<file path="src/rtl/seg_scan_driver_pkg.sv">
// Shared types and active-low segment patterns for the
// multiplexed 4-digit seven-segment scan driver.
package seg_scan_driver_pkg;

  typedef logic [1:0] idx_t;

  // Active-low, bit 0 = a ... bit 6 = g
  localparam logic [6:0] SEG_0     = 7'h40;
  localparam logic [6:0] SEG_1     = 7'h79;
  localparam logic [6:0] SEG_2     = 7'h24;
  localparam logic [6:0] SEG_3     = 7'h30;
  localparam logic [6:0] SEG_4     = 7'h19;
  localparam logic [6:0] SEG_5     = 7'h12;
  localparam logic [6:0] SEG_6     = 7'h02;
  localparam logic [6:0] SEG_7     = 7'h78;
  localparam logic [6:0] SEG_8     = 7'h00;
  localparam logic [6:0] SEG_9     = 7'h10;
  localparam logic [6:0] SEG_DASH  = 7'h3F;
  localparam logic [6:0] SEG_BLANK = 7'h7F;

  localparam logic [3:0] AN_OFF = 4'hF;

  function automatic logic [3:0] an_sel(idx_t i);
    return ~(4'b0001 << i);
  endfunction

endpackage

</file>
<file path="src/rtl/seg_scan_driver_seg_decoder.sv">
// BCD to active-low seven-segment decode; 10..15 show a dash,
// blank forces all segments off.
module seg_decoder
  import seg_scan_driver_pkg::*;
(
  input  logic [3:0] bcd_i,
  input  logic       blank_i,
  output logic [6:0] seg_o
);

  always_comb begin
    seg_o = SEG_DASH;
    if (blank_i) begin
      seg_o = SEG_BLANK;
    end else begin
      unique case (bcd_i)
        4'd0:    seg_o = SEG_0;
        4'd1:    seg_o = SEG_1;
        4'd2:    seg_o = SEG_2;
        4'd3:    seg_o = SEG_3;
        4'd4:    seg_o = SEG_4;
        4'd5:    seg_o = SEG_5;
        4'd6:    seg_o = SEG_6;
        4'd7:    seg_o = SEG_7;
        4'd8:    seg_o = SEG_8;
        4'd9:    seg_o = SEG_9;
        default: seg_o = SEG_DASH;
      endcase
    end
  end

endmodule

</file>
<file path="src/rtl/seg_scan_driver.sv">
// Four-digit multiplexed display scanner with per-scan snapshot,
// anode guard band, leading-zero blanking and blinking alarm latch.
module seg_scan_driver
  import seg_scan_driver_pkg::*;
#(
  parameter int SCAN_DIV    = 50000,
  parameter int GUARD       = 16,
  parameter int BLINK_SCANS = 64
) (
  input  logic       CLK,
  input  logic       RST,
  input  logic [3:0] D0,
  input  logic [3:0] D1,
  input  logic [3:0] D2,
  input  logic [3:0] D3,
  input  logic [3:0] DP_MASK,
  input  logic       BLANK_LZ,
  input  logic       TRG,
  input  logic       ACK,
  output logic [3:0] AN,
  output logic [6:0] SEG,
  output logic       DP,
  output logic       ALARM
);

  localparam int CW = $clog2(SCAN_DIV);
  localparam int BW = $clog2(BLINK_SCANS + 1);

  localparam logic [CW-1:0] CNT_LAST  = CW'(SCAN_DIV - 1);
  localparam logic [CW-1:0] CNT_GUARD = CW'(GUARD);
  localparam logic [BW-1:0] BLK_LAST  = BW'(BLINK_SCANS - 1);

  logic [CW-1:0]   cnt_q, cnt_d;
  idx_t            idx_q, idx_d;
  logic [3:0][3:0] snap_q, snap_d;
  logic [BW-1:0]   bcnt_q, bcnt_d;
  logic            boff_q, boff_d;
  logic            trg1_q, trg1_d;
  logic            trg2_q, trg2_d;
  logic            alarm_q, alarm_d;
  logic [3:0]      an_q, an_d;
  logic [6:0]      seg_q, seg_d;
  logic            dp_q, dp_d;

  logic       tick;
  logic       scan_end;
  logic       trg_rise;
  logic       guard;
  logic [3:0] lz;
  logic [6:0] dec_seg;

  assign tick     = (cnt_q == CNT_LAST);
  assign scan_end = tick && (idx_q == 2'd3);
  assign trg_rise = trg1_q & ~trg2_q;
  assign guard    = (cnt_q < CNT_GUARD);

  // Blanking ripples down from the leftmost digit; digit 0 always shows
  assign lz[3] = BLANK_LZ && (snap_q[3] == 4'd0);
  assign lz[2] = lz[3] && (snap_q[2] == 4'd0);
  assign lz[1] = lz[2] && (snap_q[1] == 4'd0);
  assign lz[0] = 1'b0;

  seg_decoder u_dec (
    .bcd_i   (snap_q[idx_q]),
    .blank_i (lz[idx_q]),
    .seg_o   (dec_seg)
  );

  always_comb begin
    cnt_d   = tick ? '0 : cnt_q + 1'b1;
    idx_d   = tick ? idx_q + 2'd1 : idx_q;
    snap_d  = scan_end ? {D3, D2, D1, D0} : snap_q;
    trg1_d  = TRG;
    trg2_d  = trg1_q;

    alarm_d = alarm_q;
    if (ACK)      alarm_d = 1'b0;
    if (trg_rise) alarm_d = 1'b1;

    bcnt_d = bcnt_q;
    boff_d = boff_q;
    if (!alarm_d) begin
      bcnt_d = '0;
      boff_d = 1'b0;
    end else if (alarm_q && scan_end) begin
      if (bcnt_q == BLK_LAST) begin
        bcnt_d = '0;
        boff_d = ~boff_q;
      end else begin
        bcnt_d = bcnt_q + 1'b1;
      end
    end

    an_d  = (guard || boff_q) ? AN_OFF : an_sel(idx_q);
    seg_d = dec_seg;
    dp_d  = ~DP_MASK[idx_q];
  end

  always_ff @(posedge CLK or negedge RST) begin
    if (!RST) begin
      cnt_q   <= '0;
      idx_q   <= '0;
      snap_q  <= '0;
      bcnt_q  <= '0;
      boff_q  <= 1'b0;
      trg1_q  <= 1'b0;
      trg2_q  <= 1'b0;
      alarm_q <= 1'b0;
      an_q    <= AN_OFF;
      seg_q   <= SEG_BLANK;
      dp_q    <= 1'b1;
    end else begin
      cnt_q   <= cnt_d;
      idx_q   <= idx_d;
      snap_q  <= snap_d;
      bcnt_q  <= bcnt_d;
      boff_q  <= boff_d;
      trg1_q  <= trg1_d;
      trg2_q  <= trg2_d;
      alarm_q <= alarm_d;
      an_q    <= an_d;
      seg_q   <= seg_d;
      dp_q    <= dp_d;
    end
  end

  assign AN    = an_q;
  assign SEG   = seg_q;
  assign DP    = dp_q;
  assign ALARM = alarm_q;

endmodule

</file>
<file path="config.mk">
export PLATFORM = sky130hd
export DESIGN_NAME = seg_scan_driver
export DESIGN_NICKNAME = d
export VERILOG_FILES = /design/src/rtl/seg_scan_driver_pkg.sv /design/src/rtl/seg_scan_driver_seg_decoder.sv /design/src/rtl/seg_scan_driver.sv
export SDC_FILE = /design/constraint.sdc
export NUM_CORES = 1
export LEC_CHECK = 0
export ABC_AREA = 1
export CORE_MARGIN = 1.5
export CORE_UTILIZATION = 35
export CTS_CLUSTER_DIAMETER = 150
export DETAILED_ROUTE_END_ITERATION = 10
export SLEW_MARGIN = 10
export SYNTH_ARGS = -nofsm -noshare
export SYNTH_HDL_FRONTEND = slang
export SYNTH_HIERARCHICAL = 1
export SYNTH_SLANG_ARGS = --single-unit
</file>
<file path="constraint.sdc">
create_clock -name CLK -period 1.7 [get_ports CLK]
set_input_delay 0.51 -clock CLK [delete_from_list [all_inputs] [get_ports CLK]]
set_output_delay 0.51 -clock CLK [all_outputs]
set_load 0.01 [all_outputs]
</file>
# Word-level counts from Yosys, hierarchy flattened
# Memory sizes are Yosys's and may differ from the RTL's.
# Cells that the tools add are included.
[classes]
shifts = 1
magnitude_cmp = 2
mux = 17
addsub = 3
n_reduce_logical = 10
eq_ne = 5
n_bitwise = 5
[op_table]
columns = ["op", "count"]
rows = [
  ["$mux W7", 4],
  ["$add A16 B1 Y16 const B", 1],
  ["$eq A16 B16 Y1 const B", 1],
  ["$lt A16 B5 Y1 const B", 1],
  ["$mux W16", 1],
  ["$logic_not A4 Y1", 3],
  ["$bmux W4 S2", 1],
  ["$mux W4", 2],
  ["$add A7 B1 Y7 const B", 1],
  ["$eq A7 B6 Y1 const B", 1],
  ["$mux W1", 7],
  ["$logic_and A1 B1 Y1", 5],
  ["$bmux W1 S2", 2],
  ["$ne A2 B1 Y1 const B", 2],
  ["$not A4 Y4", 1],
  ["$shl A1 B2 Y4 const A", 1],
  ["$lt A2 B3 Y1 const B", 1],
  ["$not A1 Y1", 3],
  ["$add A2 B1 Y2 const B", 1],
  ["$eq A2 B2 Y1 const B", 1],
  ["$reduce_and A2 Y1", 1],
  ["$and A1 B1 Y1", 1],
  ["$logic_or A1 B1 Y1", 1],
]
[totals]
word_cells = 58
mem_bits_ro = 112
mem_count = 1
register_bits = 57
[mem_list]
columns = ["name", "words", "width", "rd", "rd_ports_with_merged_regs", "write_ports", "line_no", "rtl"]
rows = [
  ["(no name shown)", 16, 7, 1, 0, 0, "seg_scan_driver_seg_decoder.sv:16", "unique case (bcd_i)"],
]

# Logic depth before layout (Yosys ltp)
# Gate-level depths: netlist (run 1).
[depth]
depth_word = 7
depth_mapped = 10
ltp_nobuf = 10

# Cells and area by module
# Netlist (run 1), hierarchy kept.
[modules_own_cells]
columns = ["mod", "area_per_inst_um2", "cells_each", "n_inst"]
rows = [
  ["seg_scan_driver", 2657.5, 305, 1],
  ["seg_decoder", 196.4, 37, 1],
]

# Least setup slack after synthesis (run 1)
# OpenSTA, ideal clock, no wires.
[synth_timing]
path_kind = "register to register"
startpoint = "register idx_q[0]"
endpoint = "register seg_q[3] (netlist: SEG[3])"
arrival_ns = 1.738
synth_period_minus_slack_ns = 1.821
setup_slack_ns = -0.121
stages_incl_launch_ff = 10
setup_ns = 0.083
cell_sequence = "dfrtp_1 inv_1 clkbuf_1 o21ai_0 o22ai_1 inv_1 ha_1 nand2_1 nand3_1 nand2_1"
[synth_via]
elab_chain_len = 4
[synth_rtl]
columns = ["item", "line_no", "rtl"]
rows = [
  ["start: declaration", "seg_scan_driver.sv:34", "idx_t idx_q, idx_d;"],
  ["start signal: assignment", "seg_scan_driver.sv:114", "idx_q <= idx_d;"],
  ["$bmux W4 S2", "seg_scan_driver.sv:64", ".bcd_i (snap_q[idx_q]),"],
  ["$mux W4 (implied by the code)", "seg_scan_driver.sv:64", ""],
  ["$mem_v2 Z16 W7", "-", ""],
  ["$mux W7 (*)", "seg_scan_driver_seg_decoder.sv:13", "if (blank_i) begin"],
  ["net dec_seg[3]", "seg_scan_driver.sv:50", "logic [6:0] dec_seg;"],
  ["end signal: assignment", "seg_scan_driver.sv:122", "seg_q <= seg_d;"],
  ["end: declaration", "seg_scan_driver.sv:42", "logic [6:0] seg_q, seg_d;"],
]
# The timed path passes the listed nets; every way through them passes the cells marked *. The select of a mux whose other input is x is not followed.
# A chain may end at the register's enable or synchronous reset.

# Worst setup path after layout (run 1)
[layout_timing]
startpoint = "register an_q[3] (netlist: AN[3])"
endpoint = "output AN[3]"
[layout_lines]
columns = ["item", "line_no", "rtl"]
rows = [
  ["start: declaration", "seg_scan_driver.sv:41", "logic [3:0] an_q, an_d;"],
  ["start signal: assignment", "seg_scan_driver.sv:121", "an_q <= an_d;"],
  ["end: declaration", "seg_scan_driver.sv:20", "output logic [3:0] AN,"],
]
# No word-level cell between the ends.

==> flow_metrics.py, run 1 <==
metrics = {
    "clocking": {
        "hold_buffers": 0,
        "clkTransAtPathRegs_ns": 0.06,
        "root_buffer": "clkbuf_8",
        "htree_levels": 3,
        "cts.path.max_buffers": 2,
        "cts_buffers": 9,
        "cts_sinks": 57,
        "tritoncts": "done",
        "clk_latency_ns": 0.34,
    },
    "cells_and_area": {
        "diodes": 0,
        "synthToLayoutAreaGrowth_pct": 30.4,
        "stdcell_count": 513,
        "multi_input_area_sq_um": 1250,
        "final_core_util_pct": 47.7,
        "drive_above_1_share_pct": 16.8,
        "n_fill_cell": 764,
        "design_area_sq_um": 3720,
        "seq_area_sq_um": 1440,
        "layout.nets": 442,
    },
    "detailed_routing": {
        "wl_per_cell_um": 11.6,
        "post-route-drc-count": 0,
        "wl_um": 5940,
        "dr.pass1.iters": 4,
        "viasPerCell": 4.59,
        "drtIter0Drc": 113,
        "dr_total_vias": 2354,
        "antenna_left": 0,
    },
    "logic_synthesis": {
        "syn_nets": 378,
        "synth_top_area_share_pct": 39.5,
        "async_flop_share_pct": 100,
        "synthTopCellsByArea": "dfrtp_1 39%, nand2_1 13%, dfstp_2 11%",
        "ys_ff_latch": 57,
        "yosysSeqAreaShare_pct": 50.5,
        "yosys_warnings": 6,
        "synthCells": 342,
        "ys_top_cells_by_count": "97 x nand2_1, 45 x dfrtp_1, 36 x nor2_1, 34 x nand3_1, 32 x inv_1",
        "synth-edff-count": 0,
        "avgSynthCellArea_sq_um": 8.34,
        "ys.flop_type": "dfrtp_1",
        "synth_area_leader_cell": "dfrtp_1",
        "post-synth-top-count-cell": "nand2_1",
        "yosysUniqueCellTypes": 32,
        "synth_area_sq_um": 2850,
    },
    "power": {
        "pwr-share-comb_pct": 5.8,
        "power.internal_uw": 2380,
        "power_density_nw_per_um2": 814,
        "switching_power_uw": 652,
        "seq_power_share_pct": 46.5,
        "p_sw_share_pct": 21.5,
        "ir_worst_vdd_v": 0.000364,
        "cellLeakagePower_uw": 0.00175,
        "clkPwrFrac_pct": 47.6,
    },
    "worst_setup_path": {
        "worstSetupPathType": "register to output pin",
        "critPathLaunchType": "register",
        "cpLargestDelayFamily": "flip-flops",
        "r2r_cells": 9,
        "cp_cell_sequence": "dlygate4sd2_1",
        "reg2reg_from": "idx_q[0]$_DFFE_PN0N_",
        "reg2reg_setup_slack_ns": 0.14,
        "crit_buf_inv": 1,
        "cp_max_fo": 1,
        "required_ns": 1.19,
        "end_kind": "output pin",
        "slowest_stage": "dfstp_2",
        "max_stage_delay_ns": 0.52,
        "r2r_end": "SEG[3]$_DFF_PN1_",
        "arrival_ns": 1.12,
    },
    "timing": {
        "hold_viol_final": 0,
        "tightest_slew_ns": 0.396,
        "fmax_mhz": 613,
        "period_share_pct": 95.9,
        "skew_ns": 0.00619,
        "finalMaxSlewViolations": 0,
        "relSlewSlack_pct": 73.6,
        "setup_violations": 0,
        "period_minus_slack_ns": 1.63,
    },
    "grt": {
        "grt_antenna_before_repair": 0,
        "grt_pass1_vias": 2227,
        "grt_pass1_wl_um": 10000,
        "gr-total-overflow": 0,
        "grt_max_degree": 58,
        "track_usage_pct": 15.0,
    },
    "floorplan": {
        "start_util_pct": 36.6,
        "die_y_um": 93.3,
        "die_w_um": 93.3,
        "core_sq_um": 7810,
        "ios": 38,
        "dieArea_sq_um": 8700,
        "fp-row-count": 32,
    },
    "place": {
        "dp.cells": 494,
        "dpl.hpwl_um": 4220,
        "place_area_sq_um": 3470,
        "numPortBuffers": 37,
        "gp_congestion": 0.820,
    },
    "job": {
        "max_cap_viol_count": 0,
    },
    "run_status": {
        "outcome": "finished, final reports clean",
    },
    "worst_hold_path": {
        "hold_path_class": "input pin to asynchronous set/reset pin",
    },
}
-- final cells by class --
type | instances | area share [%]
Sequential cell | 57 | 38.7
Multi-Input combinational cell | 242 | 33.5
Timing Repair Buffer | 61 | 14.6
Clock buffer | 11 | 4.07
Inverter | 35 | 3.66
Tap cell | 102 | 3.43
Clock inverter | 5 | 2.08
-- state kept, by name, indices dropped and copies added, names as in the netlist --
| signal | cells |
|---|---|
| boff_q | 1 |
| AN | 4 |
| snap_q | 16 |
| idx_q | 2 |
| SEG | 7 |
| ALARM | 1 |
| cnt_q | 16 |
| DP | 1 |
| bcnt_q | 7 |
| trg2_q | 1 |
| trg1_q | 1 |
-- cells by family (layout without fill, tap and decap cells) --
kind of cell,Yosys count,after routing,synth area share (%)
AOI/OAI and AO/OA,30,30,6.18
xor gates and xnor gates,8,8,2.46
adders and majority gates,11,11,4.82
buffers and inverters,43,112,6.58
DFF,57,57,50.5
and+or+nand+nor,193,193,29.5
-- worst max-delay path by stage --
| stage | start | endpoint | slack, ns | cells past startpoint |
|---|---|---|---|---|
| floorplan | idx_q[0]$_DFFE_PN0N_ | SEG[3]$_DFF_PN1_ | 0.008 | 9 |
| global placement | ACK | bcnt_q[4]$_DFFE_PN0P_ | -0.002 | 6 |
| detailed placement | ACK | bcnt_q[4]$_DFFE_PN0P_ | -0.04 | 6 |
| CTS | DP$_DFF_PN1_ | DP | 0.04 | 1 |
| global route | idx_q[0]$_DFFE_PN0N_ | SEG[5]$_DFF_PN1_ | -0.06 | 9 |
| finish | AN[3]$_DFF_PN1_ | AN[3] | 0.07 | 1 |
-- per-layer routing --
layer | GRT usage (%) | up-vias | share of wire, %
met3 | 2.68 | 7 | 2.9
met5 | 0 | - | 0
li1 | - | 1228 | -
met2 | 23.6 | 34 | 46
met4 | 8.84 | 0 | 1.8
met1 | 19.1 | 1085 | 50
-- power groups by stage --
stage                     clock network, uW  logic [uW]  registers, uW
after floorplan                           0        55.4           1430
after global placement                    0         185           1430
after detailed placement                  0         186           1430
after CTS                              1480         181           1410
after global routing                   1540         195           1410
final                                  1440         177           1410
-- stage by stage --
stage,hold WS [ns],worst slack [ns],power (uW),setup TNS [ns]
after floorplan,0.214,0.00821,1490,0
after global placement,0.358,-0.00240,1620,-0.00240
after detailed placement,0.369,-0.0420,1620,-0.0712
after CTS,0.162,0.0429,3080,0
after global routing,0.174,-0.0574,3140,-0.251
final,0.159,0.0694,3030,0
-- cell usage in the layout, fill, tap and decap left out, drive strengths merged --
| cell | n |
|---|---|
| dfstp | 12 |
| nor3 | 9 |
| a32o | 1 |
| nand3 | 34 |
| nor3b | 2 |
| nor2 | 40 |
| clkinv | 3 |
| buf | 25 |
| ha | 11 |
| clkinvlp | 1 |
| nand3b | 2 |
| o21ai | 13 |
| dlygate4sd2 | 13 |
| nand4 | 2 |
| nor4 | 4 |
| dfrtp | 45 |
| o22ai | 4 |
| xor2 | 8 |
| a21oi | 9 |
| nand2 | 100 |
| a31o | 1 |
| clkbuf | 11 |
| o32ai | 1 |
| o21bai | 1 |
| inv | 34 |
| bufinv | 2 |
| clkdlybuf4s50 | 23 |
-- timing repair --
item	4_1_cts	5_1_grt
endpoints found under the setup margin	13	15
buffers inserted	0	3
resized for setup	13	8
pin swaps	0	1
Power figures use the tool's default switching activity.
==> inputs of run 2 (changes only) <==
--- a/config.mk
+++ b/config.mk
@@ -6,6 +6,7 @@
 export NUM_CORES = 1
 export LEC_CHECK = 0
 export ABC_AREA = 1
+export CORE_ASPECT_RATIO = 2
 export CORE_MARGIN = 1.5
 export CORE_UTILIZATION = 35
 export CTS_CLUSTER_DIAMETER = 150
==> flow_metrics.py, run 2 (synthesis gave the netlist of run 1 again) <==
metrics = {
    "cells_and_area": {
        "multi_input_area_sq_um": 1250,
        "seq_area_sq_um": 1440,
        "stdcell_count": 509,
        "synthToLayoutAreaGrowth_pct": 33.4,
        "n_fill_cell": 764,
        "final_cell_mix": "96 x nand2_1, 44 x dfrtp_1, 34 x nand3_1",
        "diodes": 0,
        "drive_above_1_share_pct": 18.6,
        "design_area_sq_um": 3810,
        "final_core_util_pct": 47.9,
        "layout.nets": 444,
        "final_common_cell": "nand2_1",
        "reg_top3": "cnt_q: 16 flops, snap_q: 16 flops",
    },
    "worst_setup_path": {
        "slowest_stage": "dfstp_2",
        "worstSetupPathType": "register to output pin",
        "arrival_ns": 1.11,
        "end_kind": "output pin",
        "critPathLaunchType": "register",
        "cpLargestDelayFamily": "flip-flops",
        "max_stage_delay_ns": 0.52,
        "cp_max_fo": 1,
        "cp_cell_sequence": "dlygate4sd2_1",
        "required_ns": 1.19,
        "crit_buf_inv": 1,
    },
    "floorplan": {
        "start_util_pct": 35.9,
        "fp-row-count": 46,
        "ios": 38,
        "dieArea_sq_um": 8740,
        "core_sq_um": 7940,
        "die_y_um": 131,
        "die_w_um": 66.9,
    },
    "detailed_routing": {
        "wl_met2_um": 3890,
        "antenna_left": 0,
        "wl_um": 6900,
        "wl_per_cell_um": 13.6,
        "wl_met1_um": 2490,
        "viasPerCell": 4.79,
        "wl_met3_um": 214,
        "post-route-drc-count": 0,
        "drtIter0Drc": 96,
        "dr.pass1.iters": 4,
        "dr_total_vias": 2439,
        "top_layer_used": "met4",
    },
    "power": {
        "ir_worst_vdd_v": 0.000547,
        "p_sw_share_pct": 21.7,
        "cellLeakagePower_uw": 0.00178,
        "power.internal_uw": 2650,
        "pwr-share-comb_pct": 5.4,
        "switching_power_uw": 733,
        "seq_power_share_pct": 41.7,
        "clkPwrFrac_pct": 52.9,
        "power_density_nw_per_um2": 889,
    },
    "grt": {
        "grt_pass1_wl_um": 11200,
        "grt_pass1_vias": 2475,
        "grt_max_degree": 58,
        "grt_antenna_before_repair": 0,
        "track_usage_pct": 17.7,
        "gr-total-overflow": 0,
    },
    "timing": {
        "tns_ns": 0,
        "fmax_mhz": 618,
        "skew_ns": 0.00472,
        "rsz0062_at_grt": "no",
        "tightest_slew_ns": 0.414,
        "hold_viol_final": 0,
        "relSlewSlack_pct": 72.2,
        "period_share_pct": 95.1,
        "finalMaxSlewViolations": 0,
        "setup_violations": 0,
        "period_minus_slack_ns": 1.62,
    },
    "clocking": {
        "root_buffer": "clkbuf_16",
        "cts_buffers": 9,
        "htree_levels": 3,
        "hold_buffers": 0,
        "cts_sinks": 57,
        "clkTransAtPathRegs_ns": 0.05,
        "cts.path.max_buffers": 2,
        "tritoncts": "done",
        "clk_latency_ns": 0.33,
    },
    "place": {
        "place_area_sq_um": 3470,
        "dpl.hpwl_um": 5200,
        "numPortBuffers": 37,
        "gp_congestion": 0.884,
        "dp.cells": 489,
    },
    "job": {
        "max_cap_viol_count": 0,
    },
    "run_status": {
        "outcome": "finished, final reports clean",
    },
    "worst_hold_path": {
        "hold_path_class": "input pin to asynchronous set/reset pin",
    },
}
run 2: cell types whose count changed in the layout (fill, tap and decap cells not counted), sizes merged:
cell      previous run  this run
buf                 25        27
clkinvlp             1         2
bufinv               2         1
run 2: power by group through the flow:
stage / Clock, uW / Combinational [uW] / Sequential [uW]
global placement: 0 / 189 / 1440
global route: 1900 / 202 / 1420
detailed placement: 0 / 192 / 1440
CTS: 1820 / 186 / 1410
floorplan: 0 / 55.4 / 1430
finish: 1790 / 181 / 1410
run 2: through the flow:
stage	setup WS [ns]	hold slack [ns]	power (uW)
floorplan	0.00821	0.214	1490
global placement	-0.0398	0.360	1620
detailed placement	-0.0628	0.367	1630
CTS	0.00750	0.188	3420
global route	0.0151	0.205	3510
finish	0.0832	0.179	3380
run 2: final timing paths:
path	startpoint	to	slack [ns]	depth (start not counted)
worst max-delay path	SEG[3]$_DFF_PN1_	SEG[3]	0.08	1
worst min-delay path	RST	cnt_q[11]$_DFF_PN0_	0.18	2
worst max register to register	cnt_q[0]$_DFF_PN0_	cnt_q[8]$_DFF_PN0_	0.11	9
worst min register to register	trg1_q$_DFF_PN0_	trg2_q$_DFF_PN0_	0.38	0
max in group asynchronous	RST	SEG[6]$_DFF_PN1_	1.22	2
min in group CLK	trg1_q$_DFF_PN0_	trg2_q$_DFF_PN0_	0.38	0
run 2: area by class of cell:
cell class                 count  share of cell area, %
clock buffer                  11                   6.38
clock inverter                 5                   1.45
inverter                      35                   3.58
multi-input combinational    242                   32.9
sequential                    57                   37.9
tap                           96                   3.15
timing repair buffer          63                   14.6
run 2: per-layer routing:
metal / GRT usage, % / vias up
met2: 32.1 / 48
met4: 10.9 / 0
li1: - / 1232
met5: 0 / -
met1: 17.6 / 1138
met3: 4.11 / 21
run 2: what timing repair did:
action	in CTS	in global routing
gates cloned	0	0
setup endpoints to repair	14	17
buffers inserted	2	2
endpoints found under the hold margin	0	0
gates resized for setup	14	14
pin swaps	0	2
